<file path="src/rtl/encrypt_stream_sequencer.sv">
// Message buffer and sequencer that walks stored ASCII text through the external
// Caesar-shift datapath and streams the encrypted characters over valid/ready.
module encrypt_stream_sequencer #(
    parameter int DEPTH     = 16,
    parameter int AW        = 4,
    parameter int MAX_SHIFT = 9
) (
    input  logic          clk,
    input  logic          reset,
    input  logic          wr_en,
    input  logic [7:0]    wr_data,
    input  logic          clear,
    input  logic          start,
    input  logic [7:0]    shift_in,
    output logic [7:0]    enc_ascii_in,
    output logic [7:0]    enc_shift,
    input  logic [7:0]    enc_ascii_out,
    output logic          out_valid,
    output logic [7:0]    out_data,
    output logic          out_last,
    input  logic          out_ready,
    output logic          busy,
    output logic          done,
    output logic          shift_err,
    output logic          wr_overflow,
    output logic [AW:0]   msg_count
);

    localparam logic [AW:0] FULL_CNT    = (AW+1)'(DEPTH);
    localparam logic [7:0]  MAX_SHIFT_C = 8'(MAX_SHIFT);

    typedef enum logic [1:0] {S_IDLE, S_FETCH, S_PRESENT, S_DONE} state_t;

    state_t        state_q;
    logic [7:0]    mem [DEPTH];
    logic [AW:0]   msg_count_q;
    logic [AW-1:0] idx_q;
    logic [7:0]    shift_q;
    logic [7:0]    out_data_q;
    logic          done_q;
    logic          shift_err_q;
    logic          wr_overflow_q;

    logic          buf_full;
    logic          is_last;
    logic [AW:0]   last_idx;
    logic          mem_we;

    assign buf_full = (msg_count_q == FULL_CNT);
    assign last_idx = msg_count_q - (AW+1)'(1);
    assign is_last  = ({1'b0, idx_q} == last_idx);
    // start wins over clear and write; clear wins over write
    assign mem_we   = (state_q == S_IDLE) && wr_en && !start && !clear && !buf_full;

    always_ff @(posedge clk) begin
        if (mem_we) begin
            mem[msg_count_q[AW-1:0]] <= wr_data;
        end
    end

    always_ff @(posedge clk or posedge reset) begin
        if (reset) begin
            state_q       <= S_IDLE;
            msg_count_q   <= '0;
            idx_q         <= '0;
            shift_q       <= '0;
            out_data_q    <= '0;
            done_q        <= 1'b0;
            shift_err_q   <= 1'b0;
            wr_overflow_q <= 1'b0;
        end else begin
            done_q        <= 1'b0;
            shift_err_q   <= 1'b0;
            wr_overflow_q <= 1'b0;
            case (state_q)
                S_IDLE: begin
                    if (start) begin
                        if (shift_in > MAX_SHIFT_C) begin
                            shift_err_q <= 1'b1;
                        end else if (msg_count_q == '0) begin
                            done_q <= 1'b1;
                        end else begin
                            shift_q <= shift_in;
                            idx_q   <= '0;
                            state_q <= S_FETCH;
                        end
                    end else if (clear) begin
                        msg_count_q <= '0;
                    end else if (wr_en) begin
                        if (buf_full) begin
                            wr_overflow_q <= 1'b1;
                        end else begin
                            msg_count_q <= msg_count_q + (AW+1)'(1);
                        end
                    end
                end
                S_FETCH: begin
                    out_data_q <= enc_ascii_out;
                    state_q    <= S_PRESENT;
                end
                S_PRESENT: begin
                    if (out_ready) begin
                        if (is_last) begin
                            done_q  <= 1'b1;
                            state_q <= S_DONE;
                        end else begin
                            idx_q   <= idx_q + AW'(1);
                            state_q <= S_FETCH;
                        end
                    end
                end
                S_DONE: begin
                    state_q <= S_IDLE;
                end
                default: begin
                    state_q <= S_IDLE;
                end
            endcase
        end
    end

    assign enc_ascii_in = (state_q == S_FETCH) ? mem[idx_q] : 8'h00;
    assign enc_shift    = shift_q;
    assign out_valid    = (state_q == S_PRESENT);
    assign out_last     = (state_q == S_PRESENT) && is_last;
    assign out_data     = out_data_q;
    assign busy         = (state_q == S_FETCH) || (state_q == S_PRESENT);
    assign done         = done_q;
    assign shift_err    = shift_err_q;
    assign wr_overflow  = wr_overflow_q;
    assign msg_count    = msg_count_q;

endmodule

</file>
<file path="config.mk">
export PLATFORM = sky130hd
export DESIGN_NAME = encrypt_stream_sequencer
export DESIGN_NICKNAME = d
export VERILOG_FILES = /design/src/rtl/encrypt_stream_sequencer.sv
export SDC_FILE = /design/constraint.sdc
export NUM_CORES = 1
export LEC_CHECK = 0
export BUFFER_PORTS_ARGS = -buffer_cell sky130_fd_sc_hd__buf_2
export CORE_MARGIN = 3
export CORE_UTILIZATION = 45
export DETAILED_ROUTE_END_ITERATION = 8
export PLACE_DENSITY = 0.73
export SYNTH_ARGS = -nofsm -noshare
export SYNTH_HDL_FRONTEND = slang
export SYNTH_SLANG_ARGS = --single-unit
</file>
<file path="constraint.sdc">
create_clock -name clk -period 3.6 [get_ports clk]
set_input_delay 0.72 -clock clk [delete_from_list [all_inputs] [get_ports clk]]
set_output_delay 0.72 -clock clk [all_outputs]
set_load 0.01 [all_outputs]
</file>
==> impl_metrics.toml, run 1 <==
[yosys]
netlist_area_sq_um = 6540
synth_nets = 378
syn_avg_cell_area_sq_um = 19.2
yosys_warnings = 0
ys_seq_area_frac = 0.703
netlist_instances = 340
ys_ff_latch = 158
synthTopCellsByArea = "edfxtp_1 59%, mux4_2 12%, dfrtp_1 11%"
synth_top_area_share = 0.588
synth.distinct_cells = 47
synth_area_leader_cell = "edfxtp_1"

[detailed_routing]
vias = 3393
drtIter0Drc = 356
via_per_inst = 5.62
wirelength_mm = 12.5
post_drt_wl_per_cell_um = 20.6
ant_nets = 0
drc_errors = 0
firstDrtPassIters = 7

[power_and_ir_drop]
fin_total_pwr_mw = 5.31
powerDensity_nw_per_um2 = 694
ir_worst_vdd_v = 0.000368
leakage_nw = 2.76

[placed_design]
numPlacedInstances = 572
dp_slack_ns = 0.772
io_buffers = 64
finalWeightedCongestion = 0.835
dp_hpwl_mm = 8.02

[die]
start_util = 0.466
ios = 65
coreArea_sq_um = 14000
rows = 43
die_area_sq_um = 16000
die_h_um = 127
die_w_um = 127

[critical_path]
crit_chain = "inv_1 -> ha_1 -> nand2_4 -> or4b_4 -> a211oi_2 -> buf_4 -> buf_2"
worst-path-buf-inv = 3
critical_path_arrival_ns = 2.54
worstSetupPathType = "reg2out"
worstPathMaxFanout = 11
max_stage_delay_ns = 0.53
crit_family = "simple AND/OR/NAND/NOR gates"
crit_slowest_cell = "or4b_4"
end_kind = "output port"
critPathLaunchType = "flip-flop"
required_ns = 2.88

[global_route]
overflow = 0
antenna_found_initial = 0
track_usage = 0.165
grt_pass1_vias = 3516
grt_pass1_wl_mm = 20.0
grt_max_degree = 38

[clock_tree]
ctsResizeCount = 0
clk_pin_slew_ns = 0.06
htree_levels = 4
cts_hold_buf = 0
insertion_delay_ns = 0.42
cts_tree = "built"
clock_sinks = 158
post_cts.repair.setup_buffers = 0
cts_buffer_depth = 2
cts_root_buf = "clkbuf_16"
cts_buffers = 17

[timing]
whs_ns = 0.483
timing.fmax_mhz = 307
tns_ns = 0
tightest_slew_ns = 1.15
setup_viol = 0
max_slew_margin = 0.235
setup_slack_ns = 0.342
finalCriticalPeriod_ns = 3.26
hold_viol = 0
period_share = 0.905
skew_ns = 0.00654
maxSlewViolCount = 0
rsz0062_at_grt = "false"

[cells_and_area]
syn_to_final_growth_pct = 17.1
final_cells = 604
final_cell_mix = "128 x edfxtp_1, 64 x buf_2, 35 x mux4_2"
nNetsFinal = 449
layout-drive-gt1-share = 0.373
final_common_cell = "edfxtp_1"
num_antenna_cells = 0

[worst_hold_path]
hold_path.class = "reg2reg"

[run]
cap_violations = 0

[run_status]
status = "completed"
[Yosys cell counts (all sizes together)]
library cell,number
inv,6
or4,1
nor3,2
buf,10
xnor2,3
nand4,3
o2bb2ai,1
o21ba,1
nor3b,3
a32o,1
a211oi,1
nor4,3
dfrtp,30
o21ai,7
a31o,1
o211ai,1
ha,8
a221o,1
xor2,2
o31ai,3
mux2,12
o41ai,3
a21oi,3
and3,3
nand2,8
mux4,40
edfxtp,128
o31a,2
and2,25
nand2b,2
a41o,1
nor2,5
or4b,2
clkbuf,7
nor2b,3
a31oi,1
nand3,7
[cell type report]
class,count,area (sq um)
clock inverter,14,191
fill,1068,6390
clock buffer,18,429
sequential,158,4600
timing repair buffer,69,383
multi-input combinational,159,1810
inverter,6,22.5
tap,180,225
[per-stage QoR]
stage	instance area, sq um	util
finish	7660	0.545
global route	7660	0.545
CTS	7660	0.545
detailed placement	7040	0.501
global placement	7040	0.501
floorplan	6540	-
[flip-flops by register name, indices dropped and copies added, names as in the netlist]
register,cells
mem,128
enc_shift,8
out_data,8
msg_count,5
idx_q,4
state_q,2
done,1
shift_err,1
wr_overflow,1
[metal layers]
metal / wire length [um] / GRT usage / vias up
met5: 0 / 0 / -
met1: 5400 / 0.232 / 1751
met3: 713 / 0.0438 / 16
li1: - / - / 1513
met4: 193 / 0.0555 / 0
met2: 6160 / 0.253 / 113
[logic make-up after synthesis]
logic type	share of synthesized area
buffers and inverters	0.0207
muxes	0.161
xor gates and xnor gates	0.00670
AOI/OAI and AO/OA	0.0308
adders and majority gates	0.0153
and+or+nand+nor	0.0626
DFF	0.703
[final timing paths]
| path | start | end | cells after the start | slack, ns |
|---|---|---|---|---|
| min reg2reg | enc_shift[6]$_DFFE_PP0P_ | enc_shift[6]$_DFFE_PP0P_ | 1 | 0.48 |
| max reg2reg | state_q[0]$_DFFE_PP0P_ | mem[5][5]$_DFFE_PP_ | 6 | 0.87 |
| min in group asynchronous | reset | out_data[5]$_DFFE_PP0N_ | 2 | 0.60 |
| min | enc_shift[6]$_DFFE_PP0P_ | enc_shift[6]$_DFFE_PP0P_ | 1 | 0.48 |
| max | msg_count[0]$_DFFE_PP0P_ | out_last | 7 | 0.34 |
| max in group asynchronous | reset | idx_q[0]$_DFFE_PP0P_ | 2 | 2.24 |
[worst register-to-register path, delay by kind of cell, from the launching register on]
kind | cells | cell delay, ns
flip-flops | 1 | 0.38
adder cells (fa/ha/maj) | 1 | 0.32
buffers and inverters | 1 | 0.12
AND/OR/NAND/NOR | 4 | 1.56
[power breakdown]
part | switching, mW | internal [mW] | total [mW] | leakage, nW
sequential | 0.0997 | 2.09 | 2.19 | 1.54
combinational | 0.625 | 0.635 | 1.26 | 0.912
clock | 0.704 | 1.16 | 1.87 | 0.301
total | 1.43 | 3.88 | 5.31 | 2.76
(Power assumes the default switching activity.)
==> inputs of run 2 (changes only) <==
--- a/config.mk
+++ b/config.mk
@@ -6,7 +6,8 @@
 export NUM_CORES = 1
 export LEC_CHECK = 0
 export BUFFER_PORTS_ARGS = -buffer_cell sky130_fd_sc_hd__buf_2
-export CORE_MARGIN = 3
+export CORE_ASPECT_RATIO = 1.1
+export CORE_MARGIN = 1
 export CORE_UTILIZATION = 45
 export DETAILED_ROUTE_END_ITERATION = 8
 export PLACE_DENSITY = 0.73
==> impl_metrics.toml, run 2 (synthesis gave the netlist of run 1 again) <==
[run_status]
status = "completed"

[worst_hold_path]
hold_depth = 1
whs_endpoint = "enc_shift[7]$_DFFE_PP0P_"
hold_start = "enc_shift[7]$_DFFE_PP0P_"
hold_path.class = "reg2reg"

[critical_path]
rr_worst_depth = 6
critical_path_arrival_ns = 2.63
reg2reg_from = "state_q[0]$_DFFE_PP0P_"
r2r-end = "mem[6][7]$_DFFE_PP_"
crit_family = "simple AND/OR/NAND/NOR gates"
worstSetupPathType = "reg2out"
critPathLaunchType = "flip-flop"
worst-path-buf-inv = 3
end_kind = "output port"
crit_slowest_cell = "or4b_4"
r2r_slack_ns = 0.82
crit_chain = "inv_1 -> ha_1 -> nand2_4 -> or4b_4 -> a211oi_2 -> buf_4 -> buf_2"
max_stage_delay_ns = 0.53
worstPathMaxFanout = 11
required_ns = 2.88

[clock_tree]
post_cts.repair.setup_buffers = 0
cts_buffer_depth = 2
cts_tree = "built"
cts_buffers = 17
insertion_delay_ns = 0.42
clk_pin_slew_ns = 0.06
clock_sinks = 158
cts_hold_buf = 0
cts_root_buf = "clkbuf_16"
htree_levels = 4
ctsResizeCount = 0

[detailed_routing]
wl_met1_mm = 5.41
wirelength_mm = 12.6
ant_nets = 0
drtIter0Drc = 266
vias = 3354
via_per_inst = 5.46
post_drt_wl_per_cell_um = 20.6
highest_layer = "met5"
firstDrtPassIters = 4
drc_errors = 0
wl_met2_mm = 6.31
wl_met3_um = 687

[die]
die_w_um = 117
die_area_sq_um = 15000
start_util = 0.466
rows = 45
die_h_um = 128
coreArea_sq_um = 14000
ios = 65

[placed_design]
io_buffers = 64
dp_hpwl_mm = 8.18
finalWeightedCongestion = 0.786
dp_slack_ns = 0.708

[global_route]
grt_pass1_vias = 3427
grt_pass1_wl_mm = 19.7
antenna_found_initial = 1
track_usage = 0.185
overflow = 0
grt_max_degree = 33

[power_and_ir_drop]
leakage_nw = 2.73
fin_total_pwr_mw = 5.16
ir_worst_vdd_v = 0.000329
powerDensity_nw_per_um2 = 677

[timing]
timing.fmax_mhz = 298
maxSlewViolCount = 0
max_slew_margin = 0.228
period_share = 0.931
tightest_slew_ns = 1.16
tns_ns = 0
rsz0062_at_grt = "false"
hold_viol = 0
setup_slack_ns = 0.249
setup_viol = 0
skew_ns = 0.00703
finalCriticalPeriod_ns = 3.35

[cells_and_area]
multi_input_area_sq_um = 1810
nNetsFinal = 451
largest_reg_flops = 128
num_antenna_cells = 0
layout-drive-gt1-share = 0.376
syn_to_final_growth_pct = 16.6
fill_cells = 1051
final_common_cell = "edfxtp_1"
register_area_sq_um = 4600
final_cell_mix = "128 x edfxtp_1, 64 x buf_2, 35 x mux4_2"

[run]
cap_violations = 0
## run 2: worst max-delay path by stage
stage                     endpoint  depth (start not counted)                      from  slack, ns
final                     out_last                          7  msg_count[0]$_DFFE_PP0P_       0.25
after global routing      out_last                          7  msg_count[0]$_DFFE_PP0P_       0.16
after CTS                 out_last                          7  msg_count[0]$_DFFE_PP0P_       0.26
after detailed placement  out_last                          7  msg_count[0]$_DFFE_PP0P_       0.71
after global placement    out_last                          7  msg_count[0]$_DFFE_PP0P_       0.73
after floorplan           out_last                          6  msg_count[0]$_DFFE_PP0P_       0.99
## run 2: worst register-to-register path, stage by stage (launching register included)
cell	delay, ns
dfrtp_1	0.38
inv_1	0.12
ha_1	0.32
nor3b_1	0.47
nand2_1	0.26
nor3b_1	0.38
and2_1	0.49
## run 2: through the flow
step | utilization | std cells | hold WS [ns] | instance area [sq um]
2_1_floorplan | - | 340 | 0.472 | 6540
4_1_cts | 0.544 | 614 | 0.488 | 7620
3_5_place_dp | 0.504 | 582 | 0.469 | 7060
5_1_grt | 0.544 | 614 | 0.492 | 7620
3_3_place_gp | 0.504 | 582 | 0.470 | 7060
6_report | 0.544 | 614 | 0.486 | 7620
## run 2: cell type report
class | instances | area share
flip-flops and latches | 158 | 0.603
multi-input cells | 159 | 0.237
clock buffers | 18 | 0.0563
repair buffers | 71 | 0.0522
well taps | 188 | 0.0309
clock inverters | 14 | 0.0176
inverters | 6 | 0.00295
## run 2: per-layer routing
metal / up-vias / GRT usage
li1: 1518 / -
met1: 1722 / 0.248
met2: 94 / 0.289
met3: 18 / 0.0485
met4: 2 / 0.0767
met5: - / 0
## run 2: where the power goes
| group | internal (mW) | switching (mW) | leakage, nW | total, mW |
|---|---|---|---|---|
| clock | 0.962 | 0.735 | 0.268 | 1.70 |
| sequential | 2.09 | 0.107 | 1.54 | 2.19 |
| combinational | 0.645 | 0.629 | 0.923 | 1.27 |
==> inputs of run 3 (changes only) <==
==> constraint.sdc (replaced) <==
create_clock -name clk -period 4.2 [get_ports clk]
set_input_delay 0.84 -clock clk [delete_from_list [all_inputs] [get_ports clk]]
set_output_delay 0.84 -clock clk [all_outputs]
set_load 0.01 [all_outputs]
==> impl_metrics.toml, run 3 (synthesis gave the netlist of run 1 again) <==
[critical_path]
critPathCapture = "enc_ascii_in[3]"
critical_path_arrival_ns = 2.92
r2r_slack_ns = 1.37
crit_path_start = "idx_q[0]$_DFFE_PP0P_"
worstPathMaxFanout = 24
end_kind = "output port"
critPathLaunchType = "flip-flop"
worstSetupPathType = "reg2out"
rr_worst_depth = 6
reg2reg_from = "state_q[0]$_DFFE_PP0P_"
required_ns = 3.36
r2r-end = "mem[11][7]$_DFFE_PP_"

[power_and_ir_drop]
leakage_nw = 2.75
ir_worst_vdd_v = 0.000337
powerDensity_nw_per_um2 = 599

[timing]
whs_ns = 0.480
timing.fmax_mhz = 266
maxSlewViolCount = 0
skew_ns = 0.00763
setup_slack_ns = 0.437
setup_viol = 0
period_share = 0.896
hold_viol = 0
finalCriticalPeriod_ns = 3.76
max_slew_margin = 0.258
tightest_slew_ns = 1.11
rsz0062_at_grt = "false"
tns_ns = 0

[placed_design]
numPlacedInstances = 579
place_area_sq_um = 7030
dp_slack_ns = 0.838
io_buffers = 64
dp_hpwl_mm = 8.09
finalWeightedCongestion = 0.755

[clock_tree]
insertion_delay_ns = 0.42
post_cts.repair.setup_buffers = 0
cts_tree = "built"
cts_buffers = 17
ctsResizeCount = 0
cts_root_buf = "clkbuf_16"
htree_levels = 4
cts_buffer_depth = 2
cts_hold_buf = 0
clock_sinks = 158
clk_pin_slew_ns = 0.06

[cells_and_area]
nNetsFinal = 448
layout-drive-gt1-share = 0.367
final_area_sq_um = 7650
largest_reg_flops = 128
final_cells = 610
num_antenna_cells = 0
syn_to_final_growth_pct = 17.0
final_cell_mix = "128 x edfxtp_1, 64 x buf_2, 35 x mux4_2"
final_common_cell = "edfxtp_1"

[detailed_routing]
wirelength_mm = 12.7
post_drt_wl_per_cell_um = 20.8
via_per_inst = 5.55
vias = 3385
firstDrtPassIters = 5
drtIter0Drc = 325
ant_nets = 0
drc_errors = 0

[die]
rows = 45
coreArea_sq_um = 14000
ios = 65
die_h_um = 128
die_area_sq_um = 15000
die_w_um = 117
start_util = 0.466

[global_route]
grt_pass1_vias = 3359
overflow = 0
track_usage = 0.185
grt_pass1_wl_mm = 19.6
grt_max_degree = 31
antenna_found_initial = 0

[worst_hold_path]
hold_path.class = "reg2reg"

[run]
cap_violations = 0

[run_status]
status = "completed"
[run 3: cell types whose count changed in the layout (fill, tap and decap cells not counted), sizes merged]
cell,before,now
bufinv,1,5
buf,71,68
inv,10,7
clkinv,7,5
[run 3: power by group]
part           switching [mW]  leakage, nW  internal (mW)
Clock                   0.589        0.299           1.04
Sequential              0.144         1.54           1.79
Combinational           0.477        0.904          0.538
[run 3: metal layers]
metal | track usage | vias to the layer above | wire (um)
met4 | 0.0827 | 0 | 262
met1 | 0.258 | 1745 | 5490
met5 | 0 | - | 0
met3 | 0.0353 | 19 | 586
li1 | - | 1510 | -
met2 | 0.285 | 111 | 6370
[run 3: cell type report]
cell class,count,area [sq um]
clock buffers,18,429
clock inverters,13,195
fillers,1035,6370
inverters,6,22.5
multi-input cells,159,1810
flip-flops and latches,158,4600
well taps,188,235
repair buffers,68,363
[run 3: how the worst min path moves through the flow]
stage | cells past startpoint | end | from
after floorplan | 1 | state_q[1]$_DFFE_PP0P_ | state_q[1]$_DFFE_PP0P_
after global placement | 1 | enc_shift[4]$_DFFE_PP0P_ | enc_shift[4]$_DFFE_PP0P_
after detailed placement | 1 | enc_shift[4]$_DFFE_PP0P_ | enc_shift[4]$_DFFE_PP0P_
after CTS | 1 | enc_shift[4]$_DFFE_PP0P_ | enc_shift[4]$_DFFE_PP0P_
after global routing | 1 | enc_shift[4]$_DFFE_PP0P_ | enc_shift[4]$_DFFE_PP0P_
final | 1 | enc_shift[4]$_DFFE_PP0P_ | enc_shift[4]$_DFFE_PP0P_
[run 3: per-stage QoR]
stage | power [mW] | utilization
2_1_floorplan | 2.68 | -
3_3_place_gp | 2.95 | 0.501
3_5_place_dp | 2.98 | 0.501
4_1_cts | 4.60 | 0.546
5_1_grt | 4.76 | 0.546
6_report | 4.58 | 0.546
[run 3: worst max-delay path: stages (launching register included)]
cell and delay (ns):
dfrtp_2 0.84, buf_4 0.32, mux4_1 0.58, mux4_2 0.46, and2_1 0.16, buf_2 0.13
